File: src/rtl/prio_mux_pipe.sv
// Pipelined wide multiplexer built as a registered RADIX-ary tree.
// Each tree level consumes one select digit (LSB digit first); the digits
// still needed, the valid bit and the out-of-range flag ride along with the
// data. The final level is the output register and only loads on a valid
// token, so dout/sel_err hold between tokens.
module prio_mux_pipe #(
   parameter int WIDTH = 32,
   parameter int N_IN  = 27,
   parameter int RADIX = 4,
   parameter int SEL_W = 5,
   parameter int CNT_W = 16
) (
   input  logic                   clk,
   input  logic                   rst_n,
   input  logic                   ce,
   input  logic                   in_valid,
   input  logic [SEL_W-1:0]       sel,
   input  logic [N_IN*WIDTH-1:0]  din,
   input  logic                   err_clr,
   output logic [WIDTH-1:0]       dout,
   output logic                   out_valid,
   output logic                   sel_err,
   output logic [CNT_W-1:0]       err_cnt
);

   function automatic int ipow(input int b, input int e);
      int r;
      r = 1;
      for (int i = 0; i < e; i++) r = r * b;
      return r;
   endfunction

   function automatic int calc_stages(input int n, input int r);
      int s;
      int p;
      s = 1;
      p = r;
      while (p < n) begin
         p = p * r;
         s = s + 1;
      end
      return s;
   endfunction

   localparam int DW     = $clog2(RADIX);
   localparam int STAGES = calc_stages(N_IN, RADIX);
   localparam int NP     = ipow(RADIX, STAGES);
   localparam int SW     = STAGES * DW;
   localparam logic [SEL_W:0] N_IN_V = (SEL_W + 1)'(N_IN);

   logic [SW-1:0]    sel_pad;
   logic             range_err;
   logic [WIDTH-1:0] din_pad [NP];

   // Select bits beyond the tree depth only matter for the range check.
   if (SEL_W >= SW) begin : g_sel_trunc
      assign sel_pad = sel[SW-1:0];
   end else begin : g_sel_ext
      assign sel_pad = {{(SW - SEL_W){1'b0}}, sel};
   end

   assign range_err = ({1'b0, sel} >= N_IN_V);

   // Channels past N_IN fill the tree with zeros.
   for (genvar i = 0; i < NP; i++) begin : g_pad
      if (i < N_IN) begin : g_real
         assign din_pad[i] = din[i*WIDTH +: WIDTH];
      end else begin : g_zero
         assign din_pad[i] = '0;
      end
   end

   for (genvar k = 0; k < STAGES; k++) begin : g_stage
      localparam int N_OUT = NP / ipow(RADIX, k + 1);
      localparam int RW    = (STAGES - 1 - k) * DW;

      logic [DW-1:0]    d;
      logic             v_in;
      logic             e_in;
      logic             v_q;
      logic             e_q;
      logic [WIDTH-1:0] q [N_OUT];

      if (k == 0) begin : g_src
         assign d    = sel_pad[DW-1:0];
         assign v_in = in_valid;
         assign e_in = range_err;
      end else begin : g_src
         assign d    = g_stage[k-1].g_rem.rem_q[DW-1:0];
         assign v_in = g_stage[k-1].v_q;
         assign e_in = g_stage[k-1].e_q;
      end

      // Digits for the levels still ahead of this one.
      if (k < STAGES - 1) begin : g_rem
         logic [RW-1:0] rem_d;
         logic [RW-1:0] rem_q;
         if (k == 0) begin : g_rsrc
            assign rem_d = sel_pad[SW-1:DW];
         end else begin : g_rsrc
            assign rem_d = g_stage[k-1].g_rem.rem_q[RW+DW-1:DW];
         end

         // Remaining-digit register advances with the token.
         always_ff @(posedge clk or negedge rst_n) begin
            if (!rst_n)  rem_q <= '0;
            else if (ce) rem_q <= rem_d;
         end
      end

      // Token qualifiers; the output level keeps sel_err between tokens.
      always_ff @(posedge clk or negedge rst_n) begin
         if (!rst_n) begin
            v_q <= 1'b0;
            e_q <= 1'b0;
         end else if (ce) begin
            v_q <= v_in;
            if (k < STAGES - 1 || v_in) e_q <= e_in;
         end
      end

      for (genvar o = 0; o < N_OUT; o++) begin : g_node
         logic [WIDTH-1:0] grp [RADIX];
         for (genvar r = 0; r < RADIX; r++) begin : g_leg
            if (k == 0) begin : g_from_in
               assign grp[r] = din_pad[o*RADIX + r];
            end else begin : g_from_prev
               assign grp[r] = g_stage[k-1].q[o*RADIX + r];
            end
         end

         if (k < STAGES - 1) begin : g_mid
            // Interior node: pick one leg of its group every enabled cycle.
            always_ff @(posedge clk or negedge rst_n) begin
               if (!rst_n)  q[o] <= '0;
               else if (ce) q[o] <= grp[d];
            end
         end else begin : g_last
            // Output node: loads only on a valid token, zero for bad selects.
            always_ff @(posedge clk or negedge rst_n) begin
               if (!rst_n)              q[o] <= '0;
               else if (ce && v_in)     q[o] <= e_in ? '0 : grp[d];
            end
         end
      end
   end

   assign dout      = g_stage[STAGES-1].q[0];
   assign out_valid = g_stage[STAGES-1].v_q;
   assign sel_err   = g_stage[STAGES-1].e_q;

   // Saturating count of bad-select tokens leaving the tree; clear wins.
   always_ff @(posedge clk or negedge rst_n) begin
      if (!rst_n) begin
         err_cnt <= '0;
      end else if (err_clr) begin
         err_cnt <= '0;
      end else if (ce && g_stage[STAGES-1].v_in && g_stage[STAGES-1].e_in
                   && (err_cnt != {CNT_W{1'b1}})) begin
         err_cnt <= err_cnt + 1'b1;
      end
   end

endmodule

File: config.mk
export PLATFORM = sky130hd
export DESIGN_NAME = prio_mux_pipe
export DESIGN_NICKNAME = d
export VERILOG_FILES = /design/src/rtl/prio_mux_pipe.sv
export SDC_FILE = /design/constraint.sdc
export NUM_CORES = 1
export LEC_CHECK = 0
export CAP_MARGIN = 10
export CORE_AREA = 2 2 362 364
export CTS_CLUSTER_DIAMETER = 60
export DETAILED_ROUTE_END_ITERATION = 6
export DIE_AREA = 0 0 364 366
export PLACE_DENSITY = 0.44
export SYNTH_ARGS = -nofsm -noshare
export SYNTH_HDL_FRONTEND = slang
export SYNTH_SLANG_ARGS = --single-unit
export TNS_END_PERCENT = 100
File: constraint.sdc
create_clock -name clk -period 2.05 [get_ports clk]
set_input_delay 0.41 -clock clk [delete_from_list [all_inputs] [get_ports clk]]
set_output_delay 0.41 -clock clk [all_outputs]
set_load 0.02 [all_outputs]
After elaboration in Yosys (flattened, before gate mapping)
Index checks and enable logic that the tools add are counted.
Widths: inputs -> output; s select.
{"block": "op_classes", "addsub": 1, "n_lt_le_gt_ge": 4, "n_eq_ne": 1, "n_reduce_logical": 5, "mux": 39, "n_bitwise": 3}
{"op": "$mux 32", "n": 25}
{"op": "$bmux 32 s2", "n": 12}
{"op": "$mux 16", "n": 2}
{"op": "$add 16x1->16 const B", "n": 1}
{"op": "$ne 16x16->1 const B", "n": 1}
{"op": "$ge 3x3->1 const B", "n": 3}
{"op": "$not 2->3", "n": 2}
{"op": "$ge 5x5->1 const B", "n": 1}
{"op": "$logic_and 1x1->1", "n": 3}
{"op": "$not 1->3", "n": 1}
{"op": "$reduce_and 2->1", "n": 1}
{"op": "$reduce_bool 2->1", "n": 1}
{"block": "totals", "reg_bits": 410, "wordCells": 74, "out_inout_bits": 50}

Logic depth before layout (Yosys ltp)
{"block": "logic_depth", "word_depth": 5, "depth_mapped": 7, "depth_no_buf": 5}

Worst setup path after synthesis
Ideal clock, no wire load.
{"block": "synth_timing", "kind": "input-to-reg", "from": "input port sel[0]", "to": "register g_stage[0].q[359] (netlist bit)", "n_path_buf": 3, "setup_slack_ps": 50, "required_ps": 1925, "cell_stages": 5, "arrival_ps": 1875, "path_cell_list": "buf_2 clkbuf_1 buf_2 mux4_2 mux2_2"}
{"block": "synth_between", "elab_chain_len": 4}
{"item": "start, declared", "line_no": "17", "source": "input logic [SEL_W-1:0] sel,"}
{"item": "$not 2->3 (not written as such)", "line_no": "136", "source": "else if (ce) q[o] <= grp[d];"}
{"item": "$bmux 32 s2", "line_no": "136"}
{"item": "$mux 32 (not written as such) (2 in series)", "line_no": "136"}
{"item": "end signal, assigned by index", "line_no": "136"}
{"item": "end, declared", "line_no": "82", "source": "logic [WIDTH-1:0] q [N_OUT];"}
No other way between the ends. The select of a mux whose other input is x is not followed.
A chain may end at the register's enable or synchronous reset.

Worst setup path after layout
{"block": "layout_timing", "from": "register err_cnt[8]", "to": "output port err_cnt[8]"}
{"item": "start, declared", "line_no": "23", "source": "output logic [CNT_W-1:0] err_cnt"}
{"item": "start signal, assigned", "line_no": "160", "source": "err_cnt <= err_cnt + 1'b1;"}
No word-level cell between the ends.

==> results.cfg <==
[place]
detailed_place.area_um2 = 32000
detailedPlacementHpwl_um = 80700
buffer_ports.inserted = 923
dp_worst_setup_slack_ns = 0.0777
gp_congestion = 0.924
post-place-cells = 4103

[synth]
postSynthCellCount = 1433
synth_simple_gate_area_share_pct = 4.61
muxShareOfSynthArea_pct = 43.7
synth-adder-area-share_pct = 0.0634
yosys_warnings = 0
netlist.area_leader.share_pct = 43.9
synth.distinct_cells = 31
synth-compound-area-share_pct = 5.00
synth.cell_area_um2 = 19700
number_of_nets_produced_by_synthesis = 2308
synth_top_family_by_area = multiplexers
synthTopCellsByArea = sky130_fd_sc_hd__dfrtp_1, sky130_fd_sc_hd__mux4_2, sky130_fd_sc_hd__mux2_2
seq_area_frac_synth_pct = 43.9
synthXorXnorAreaFrac_pct = 0
postSynthAreaPerCell_um2 = 13.8
ys_ff_latch = 346
synthDominantAreaCellType = sky130_fd_sc_hd__dfrtp_1

[layout]
most_common_library_cell_in_the_layout_ignoring_fill_and_taps = sky130_fd_sc_hd__clkdlybuf4s50_1
ff_latch_area_um2 = 8670
flow.area_growth_from_synthesis_pct = 71.8
post-route-cell-area_um2 = 33900
nNetsFinal = 3293
layout_common_cells = sky130_fd_sc_hd__clkdlybuf4s50_1, sky130_fd_sc_hd__dfrtp_1, sky130_fd_sc_hd__mux2_2
multiInputGateArea_um2 = 10600
final_layout_size_suffix_gt1_share_pct = 28.2
layout.filler_cells = 13500
layout.cells.non_filler = 4212

[drt]
wirelength_routed_um = 97700
final_antenna_net_count = 0
drtPass1Iterations = 5
routed_via_density = 3.94
1st_iter_drt_viols = 652
route.detailed.wl_per_inst_um = 23.2
vias = 16600
post_route_drc_violation_count = 0

[worst_setup_path]
critical_path_class = reg -> out
slack_of_the_worst_reg_to_reg_path_ns = 0.21
cp_data_arrival_time_ns = 1.53
rr_endpoint = err_cnt[15]$_DFFE_PN0P_
timing.rr.start = err_cnt[5]$_DFFE_PN0P_
cp.required_ns = 1.64
worst_setup_path_start_kind = flop
cp_max_fo = 5
crit_path_end_kind = primary output
r2r.worst_path.cells = 4

[sta]
fmax_mhz = 515
rsz_0062_raised_after_global_routing = false
setup_tns_ns = 0
layout_worst_path_cycle_share_pct = 94.8
slew-limit-headroom_pct = 54.9
final.min_clock_period_ns = 1.94
finalSetupViolCount = 0
final_critical_path_setup_slack_ns = 0.107
slew_viol_final = 0
hold_violations = 0
worst_slew_pin_slew_ns = 0.676
clock_skew_ns = 0.0256

[clock_tree]
ctsLongestPathBuffers = 3
clock_transition_time_at_the_flip_flop_clock_pins_of_the_worst_setup_and_hold_paths_ns = 0.06
cts_tree = done
clock-sinks = 346
worst_skew_pair.late_latency_ns = 0.63
clock_root_buffer = sky130_fd_sc_hd__clkbuf_16
numCtsBuffers = 54
cts_setup_buffers = 0
cts_htree_levels = 2

[power]
power_density_nw_per_um2 = 745
leakagePower_uw = 0.0131
ir_drop_uv = 631

[floorplan]
placement_rows = 132
die_height_um = 366
floorplan.io_pins = 924
core_region_area_um2 = 129000
die_area_um2 = 133000
floorplan.initialDensity_pct = 15.3
die_width_um = 364

[grt]
grt.overflow.total = 0
grt_usage_pct = 14.3
antenna_found_initial = 11
grt_start_max_net_pins = 94
global_route_wire_length_before_repair_um = 137000
grt_pass1_vias = 18600

[run_status]
outcome = completed

[flow_run]
maxCapViolCount = 0

[worst_hold_path]
worst_hold_startpoint = ce
holdPathStages = 4
worstHoldPathType = in -> reg
timing.hold.worst_endpoint = sel_err$_DFFE_PN0N_
==> registers in the layout, summed over array words and instances (netlist names) <==
name                 count
dout                    32
g_stage.g_rem.rem_q      4
g_stage.q              288
out_valid                1
g_stage.v_q              2
err_cnt                 16
sel_err                  1
g_stage.e_q              2
==> power breakdown <==
group	leakage, µW	switching, µW	internal, µW
clock	0.000933	3720	6080
sequential	0.00411	889	8030
combinational	0.00809	2690	3850
total	0.0131	7310	18000
==> worst max-delay path, cell delays in order (launching register included) <==
cell	delay (ns)
sky130_fd_sc_hd__dfrtp_1	0.39
sky130_fd_sc_hd__buf_4	0.16
sky130_fd_sc_hd__dlygate4sd2_1	0.36
==> metal layers <==
layer / routed length [µm] / global-route usage, %
met1: 38500 / 16.9
met2: 51100 / 26.1
met3: 6210 / 3.42
met4: 1910 / 3.06
met5: 13 / 0
==> synth_stat cells, drive strengths merged <==
master and number:
nor3 1, or2 2, o21a 1, buf 49, o21ai 38, mux2 233
or3 7, o22ai 1, ha 1, or4 7, mux2i 96, and2 1
clkbuf 76, inv 6, dfrtp 346, nand4 7, a21oi 141, mux4 224
nor2 130, and4 1, nand2b 3, o31ai 9, nand3 5, nor4 4
o221ai 1, nand2 39, nor2b 3, or3b 1
==> what timing repair did <==
| item | CTS | global route |
|---|---|---|
| endpoints found under the setup margin | 50 | 0 |
| hold buffers | 1 | 0 |
| gates resized for setup | 50 | 0 |
| endpoints found under the hold margin | 31 | 0 |
==> through the flow <==
step | util, % | hold WS, ns | power, µW
final | 26.3 | 0.230 | 25300
after detailed placement | 24.8 | 0.428 | 16000
after global placement | 24.8 | 0.436 | 16000
after global routing | 26.3 | 0.201 | 26700
after CTS | 26.3 | 0.176 | 25900
after floorplan | - | 0.114 | 11700
==> logic make-up (layout without fill, tap and decap cells) <==
group / count (synthesis) / in the layout
other: 0 / 8
flip-flops: 346 / 346
adder cells (fa/ha/maj): 1 / 1
multiplexers: 553 / 553
AO/OA/AOI/OAI: 191 / 191
buffers and inverters: 131 / 1160
AND/OR/NAND/NOR: 211 / 211
==> how the worst max path moves through the flow <==
stage / endpoint / slack [ns] / cells past startpoint / from
final: err_cnt[8] / 0.11 / 2 / err_cnt[8]$_DFFE_PN0P_
after global routing: err_cnt[3] / 0.01 / 2 / err_cnt[3]$_DFFE_PN0P_
after CTS: err_cnt[3] / 0.03 / 2 / err_cnt[3]$_DFFE_PN0P_
after detailed placement: g_stage[0].q[500]$_DFFE_PN0P_ / 0.08 / 5 / sel[0]
after global placement: g_stage[0].q[308]$_DFFE_PN0P_ / 0.07 / 8 / sel[1]
after floorplan: g_stage[0].q[359]$_DFFE_PN0P_ / 0.05 / 5 / sel[0]
==> area by class of cell <==
class                           instances  area share [%]
Antenna cell                            8          0.0590
Clock buffer                           72            4.54
Clock inverter                         28            1.14
Inverter                                6          0.0664
Multi-Input combinational cell        956            31.1
Sequential cell                       346            25.6
Tap cell                             1742            6.43
Timing Repair Buffer                 1054            31.1
Note: power is estimated with default switching activity, not from simulation.
==> edit 1, RTL diff (same flow settings) <==
Change the parameter `WIDTH` from 32 to 16.
--- a/src/rtl/prio_mux_pipe.sv
+++ b/src/rtl/prio_mux_pipe.sv
@@ -5,5 +5,5 @@
 // token, so dout/sel_err hold between tokens.
 module prio_mux_pipe #(
-   parameter int WIDTH = 32,
+   parameter int WIDTH = 16,
    parameter int N_IN  = 27,
    parameter int RADIX = 4,
Ports: changed (resized din and dout); port bits go from 924 to 476. No check against the original RTL was run, so the function may have changed too.
==> edit 1 against the original RTL <==
  * Setup slack got worse by 33 ps
  * Area after synthesis is 46% lower
  * Clock skew decreased by 13 ps
  * Global-route usage decreased by 6.6 points
  * Synthesized cell count is 46% lower
  * Count of clock-buffer cells in the layout is 55 lower
  * Cell area is 45% lower
  * Power fell by 52%
  * Wire length down 48%
  * Sequential cell count fell by 160
  * Largest cell class unchanged
  * Largest power group is now registers
==> edit 1: results (changes against the original RTL) <==
outcome: "completed"
antenna_found_initial: 12  # +1
regMostFlops: "g_stage.q"
firstDrtPassIters: 4  # -1
synthTopCellsByCount: "186 x dfrtp_1, 122 x mux2_2, 112 x mux4_2"
yosys_warnings: 0  # unchanged
switchingPower_mw: 3.95  # -46%
peakVddDrop_mv: 0.349  # -45%
slew_headroom_pct: 62.4  # +7.5 points
yosys.cell_types.count: 37  # +19%
hp-class: "in2reg"
synth-seq-area-share_pct: 43.9  # about the same
clk_path_buf_depth: 2  # -1
ctsHoldBuffers: 1  # unchanged
place_hpwl_um: 42800  # -47%
rr_startpoint: "g_stage[1].e_q"
gp_congestion: 0.757  # -18%
fin_worst_skew_ps: 12.6  # -13.1 ps
netlist_instances: 777  # -46%
clock_latency_ps: 490  # -140 ps
critPathMaxFanout: 2  # -3
vias_per_cell: 2.86  # -28%
async_reset_ff_share_pct: 100  # unchanged
finalNetCount: 1710  # -48%
largest_reg_flops: 144  # -50%
first_global_vias: 9559  # -48%
postCtsSetupRepairBufs: 0  # unchanged
drive_gt1_share_pct: 26.9  # -1.4 points
syn_nets: 1220  # -47%
route.detailed.wl_per_inst_um: 16.8  # -27%
cp.arrival_ps: 1570  # +40 ps
synth_area_leaders: "dfrtp_1 44%, mux4_2 24%, mux2_2 13%, mux2i_1 4.7%, a21oi_1 3.5%"
startpoint: "dout[9]"
fillers: 14500  # +7.7%
post_cts_resized: 11  # -78%
grt_pass1_wl_um: 71200  # -48%
io_buffers: 475  # -49%
slowest_stage: "clkdlybuf4s50_1"
htreeDepth: 4  # +2
p_leak_nw: 6.86  # -48%
cts-root-buf: "clkbuf_16"
max_stage_delay_ps: 710  # +320 ps
synth_flop_cell: "dfrtp_1"
first_iter_violations: 373  # -43%
instances_no_fill: 3024  # -28%
grt_max_degree: 64  # -32%
track_usage_pct: 7.69  # -6.6 points
place_ws_ps: 132  # +54.1 ps
hp-start: "ce"
cts_made_buffers: 17  # -69%
crit_family: "buffers and inverters"
dpl_cell_area_mm2: 0.0179  # -44%
drv_cap: 0  # unchanged
clk_pin_slew_worst_paths_ps: 80  # +20 ps
==> edit 1: cell type report <==
cell class / instances / area (um2) / area share, %
Antenna cell: 2 / 5.00 / 0.0269
Clock buffer: 17 / 425 / 2.29
Clock inverter: 15 / 223 / 1.20
Inverter: 5 / 18.8 / 0.101
Multi-Input combinational cell: 520 / 5610 / 30.2
Sequential cell: 186 / 4660 / 25.1
Tap cell: 1742 / 2180 / 11.7
Timing Repair Buffer: 537 / 5480 / 29.4
==> edit 1: cells by family after synthesis <==
family	count (synthesis)	share of synthesized area, %
AO/OA/AOI/OAI	105	5.30
adder cells (fa/ha/maj)	1	0.118
buffers and inverters	71	3.31
flip-flops	186	43.9
multiplexers	284	41.4
AND/OR/NAND/NOR	130	5.97
==> edit 1: power groups by stage <==
| stage | sequential [mW] | clock, mW | combinational (mW) |
|---|---|---|---|
| after CTS | 4.85 | 3.98 | 3.61 |
| after floorplan | 4.72 | 0 | 1.45 |
| final | 4.79 | 3.73 | 3.51 |
| after global placement | 4.91 | 0 | 3.60 |
| after global routing | 4.90 | 4.08 | 3.81 |
| after detailed placement | 4.92 | 0 | 3.62 |
==> edit 1: worst paths after layout <==
kind | slack, ps | depth (start not counted) | end
worst max register to register | 290 | 4 | err_cnt[15]
worst max-delay path | 70 | 1 | dout[9]
worst min-delay path | 160 | 2 | out_valid
worst min register to register | 480 | 2 | dout[6]
max in group asynchronous | 970 | 3 | g_stage[0].q[180]
min in group asynchronous | 420 | 2 | g_stage[0].q[237]
==> edit 1: layer usage <==
metal  share of wire (%)  up-vias  track usage [%]
met5               0.026        -                0
met4                 1.1        2             1.63
met3                 6.7       32             2.25
met2                  49      316             13.0
met1                  43     4311             9.59
li1                    -     3974                -
==> edit 2, RTL diff (same flow settings) <==
Made on the original files. Add an input register stage for `ce`, `in_valid`, `sel`, `din` and `err_clr`, cleared by the reset; this delays them by one clock.
--- a/src/rtl/prio_mux_pipe.sv
+++ b/src/rtl/prio_mux_pipe.sv
@@ -23,4 +23,26 @@
    output logic [CNT_W-1:0]       err_cnt
 );
+
+   logic ce_q;
+   logic in_valid_q;
+   logic [SEL_W-1:0] sel_q;
+   logic [N_IN*WIDTH-1:0] din_q;
+   logic err_clr_q;
+
+   always_ff @(posedge clk or negedge rst_n) begin
+      if (!rst_n) begin
+         ce_q       <= '0;
+         in_valid_q <= '0;
+         sel_q      <= '0;
+         din_q      <= '0;
+         err_clr_q  <= '0;
+      end else begin
+         ce_q       <= ce;
+         in_valid_q <= in_valid;
+         sel_q      <= sel;
+         din_q      <= din;
+         err_clr_q  <= err_clr;
+      end
+   end
 
    function automatic int ipow(input int b, input int e);
@@ -55,15 +77,15 @@
    // Select bits beyond the tree depth only matter for the range check.
    if (SEL_W >= SW) begin : g_sel_trunc
-      assign sel_pad = sel[SW-1:0];
+      assign sel_pad = sel_q[SW-1:0];
    end else begin : g_sel_ext
-      assign sel_pad = {{(SW - SEL_W){1'b0}}, sel};
+      assign sel_pad = {{(SW - SEL_W){1'b0}}, sel_q};
    end
 
-   assign range_err = ({1'b0, sel} >= N_IN_V);
+   assign range_err = ({1'b0, sel_q} >= N_IN_V);
 
    // Channels past N_IN fill the tree with zeros.
    for (genvar i = 0; i < NP; i++) begin : g_pad
       if (i < N_IN) begin : g_real
-         assign din_pad[i] = din[i*WIDTH +: WIDTH];
+         assign din_pad[i] = din_q[i*WIDTH +: WIDTH];
       end else begin : g_zero
          assign din_pad[i] = '0;
@@ -84,5 +106,5 @@
       if (k == 0) begin : g_src
          assign d    = sel_pad[DW-1:0];
-         assign v_in = in_valid;
+         assign v_in = in_valid_q;
          assign e_in = range_err;
       end else begin : g_src
@@ -105,5 +127,5 @@
          always_ff @(posedge clk or negedge rst_n) begin
             if (!rst_n)  rem_q <= '0;
-            else if (ce) rem_q <= rem_d;
+            else if (ce_q) rem_q <= rem_d;
          end
       end
@@ -114,5 +136,5 @@
             v_q <= 1'b0;
             e_q <= 1'b0;
-         end else if (ce) begin
+         end else if (ce_q) begin
             v_q <= v_in;
             if (k < STAGES - 1 || v_in) e_q <= e_in;
@@ -134,5 +156,5 @@
             always_ff @(posedge clk or negedge rst_n) begin
                if (!rst_n)  q[o] <= '0;
-               else if (ce) q[o] <= grp[d];
+               else if (ce_q) q[o] <= grp[d];
             end
          end else begin : g_last
@@ -140,5 +162,5 @@
             always_ff @(posedge clk or negedge rst_n) begin
                if (!rst_n)              q[o] <= '0;
-               else if (ce && v_in)     q[o] <= e_in ? '0 : grp[d];
+               else if (ce_q && v_in)     q[o] <= e_in ? '0 : grp[d];
             end
          end
@@ -154,7 +176,7 @@
       if (!rst_n) begin
          err_cnt <= '0;
-      end else if (err_clr) begin
+      end else if (err_clr_q) begin
          err_cnt <= '0;
-      end else if (ce && g_stage[STAGES-1].v_in && g_stage[STAGES-1].e_in
+      end else if (ce_q && g_stage[STAGES-1].v_in && g_stage[STAGES-1].e_in
                    && (err_cnt != {CNT_W{1'b1}})) begin
          err_cnt <= err_cnt + 1'b1;
Check against the original RTL: not settled (the Yosys comparison gave no result); the edit may change what the design does.
==> edit 2 against the original RTL <==
  * Cell area up 74%
  * Area after synthesis up 110%
  * Wire length up 54%
  * Sequential cell count up 872
  * Count of clock-buffer cells in the layout up 136
  * First-iteration DRC count up 110%
  * Power up 140%
  * Setup slack worse by 52 ps
  * Sequential share of layout area up 26 points
  * Utilization up 19 points
  * Critical endpoint is now dout[29]
  * Highest routed layer unchanged
==> edit 2: results (changes against the original RTL) <==
outcome: "completed"
slew_headroom_pct: 49.7  # -5.2 points
switchingPower_mw: 14.6  # +100%
routed_wl_um: 151000  # +54%
track_usage_pct: 22.9  # +8.5 points
seq_power_share_pct: 45.1  # +9.8 points
yosys.cell_types.count: 38  # +23%
htreeDepth: 4  # +2
wl_met1_um: 58500  # +52%
firstDrtPassIters: 6  # +1
crit_family: "buffers and inverters"
first_iter_violations: 1393  # +110%
async_reset_ff_share_pct: 100  # unchanged
cp.arrival_ps: 1590  # +60 ps
largest_reg_flops: 864  # +200%
pwr-share-comb_pct: 11.9  # -14 points
place_ws_ps: 23.7  # -54.0 ps
dp_cells: 4952  # +21%
slowest_stage: "dlygate4sd2_1"
avgSynthCellArea_um2: 18.0  # +31%
met3WireLength_um: 8670  # +40%
regMostFlops: "din_q"
gp_congestion: 0.851  # -7.9%
fmaxAchievable_mhz: 501  # -2.6%
first_global_vias: 28300  # +52%
rrSetupSlack_ps: 50  # -160 ps
route.vias.total: 24500  # +48%
clock_latency_ps: 750  # +120 ps
hp-class: "in2reg"
route.detailed.wl_per_inst_um: 28.8  # +24%
grt_pass1_wl_um: 214000  # +57%
finalNetCount: 4230  # +28%
fin_worst_skew_ps: 20.9  # -4.70 ps
p_seq_mw: 27.4  # +210%
synth-seq-area-share_pct: 73.3  # +29 points
hp-start: "din[620]"
yosys_warnings: 0  # unchanged
grt_max_degree: 96  # +2.1%
syn_nets: 3185  # +38%
postCtsSetupRepairBufs: 0  # unchanged
cts_made_buffers: 142  # +160%
wl_met2_um: 79700  # +56%
startpoint: "dout[29]"
synthTopCellsByCount: "1218 x dfrtp_1, 232 x mux2_2, 224 x mux4_2"
drive_gt1_share_pct: 23.6  # -4.7 points
synth_flop_cell: "dfrtp_1"
antenna_found_initial: 36  # +25
p_leak_nw: 24.7  # +88%
place_hpwl_um: 118000  # +46%
peakVddDrop_mv: 0.559  # -11%
critPathMaxFanout: 2  # -3
synth_area_leaders: "dfrtp_1 73%, mux4_2 12%, mux2_2 6.3%, mux2i_1 2.3%, a21oi_1 1.6%"
rr_startpoint: "err_cnt[3]"
max_stage_delay_ps: 500  # +110 ps
-- edit 2: cell types whose count changed after synthesis, moves of 5 or more --
| cell | change |
|---|---|
| buf_1 | +5 |
| clkbuf_1 | -6 |
| dfrtp_1 | +872 |
| nand2_1 | +5 |
| o31ai_1 | -6 |
-- edit 2: path summary, 6_finish.rpt --
path,endpoint,cells after the start
max in group asynchronous,din_q[561],4
min in group asynchronous,din_q[442],2
max reg2reg,err_cnt[13],4
min reg2reg,dout[0],2
min,din_q[620],1
max,dout[29],1
-- edit 2: final cells by class --
class                   count  area (um2)
well taps                1742        2180
inverters                   5        18.8
clock buffers             208        4240
multi-input cells         962       10600
repair buffers           1026       10600
diodes                     16        40.0
flip-flops and latches   1218       30500
fillers                 11200       70100
clock inverters            49         672
-- edit 2: repair_timing --
action | 4_1_cts | 5_1_grt
hold endpoints to repair | 645 | 0
gates resized for setup | 73 | 14
endpoints found under the setup margin | 50 | 12
hold buffers | 1 | 0
-- edit 2: kinds of logic after synthesis --
logic type,count (synthesis),synth area share [%]
AO/OA/AOI/OAI,188,2.36
adder cells (fa/ha/maj),1,0.0301
buffers and inverters,130,1.30
flip-flops,1218,73.3
multiplexers,553,20.7
AND/OR/NAND/NOR,220,2.28
-- edit 2: metrics by stage --
stage | hold WS (ps) | instance area (um2)
detailed placement | 326 | 53900
global route | 56.5 | 58900
CTS | 32.7 | 58800
global placement | 328 | 53900
floorplan | 114 | 41600
finish | 97.0 | 58900
-- edit 2: routing by layer --
layer	GRT usage, %	vias to the layer above
li1	-	10400
met1	27.1	13100
met2	40.5	821
met3	5.58	214
met4	7.49	14
met5	0	-
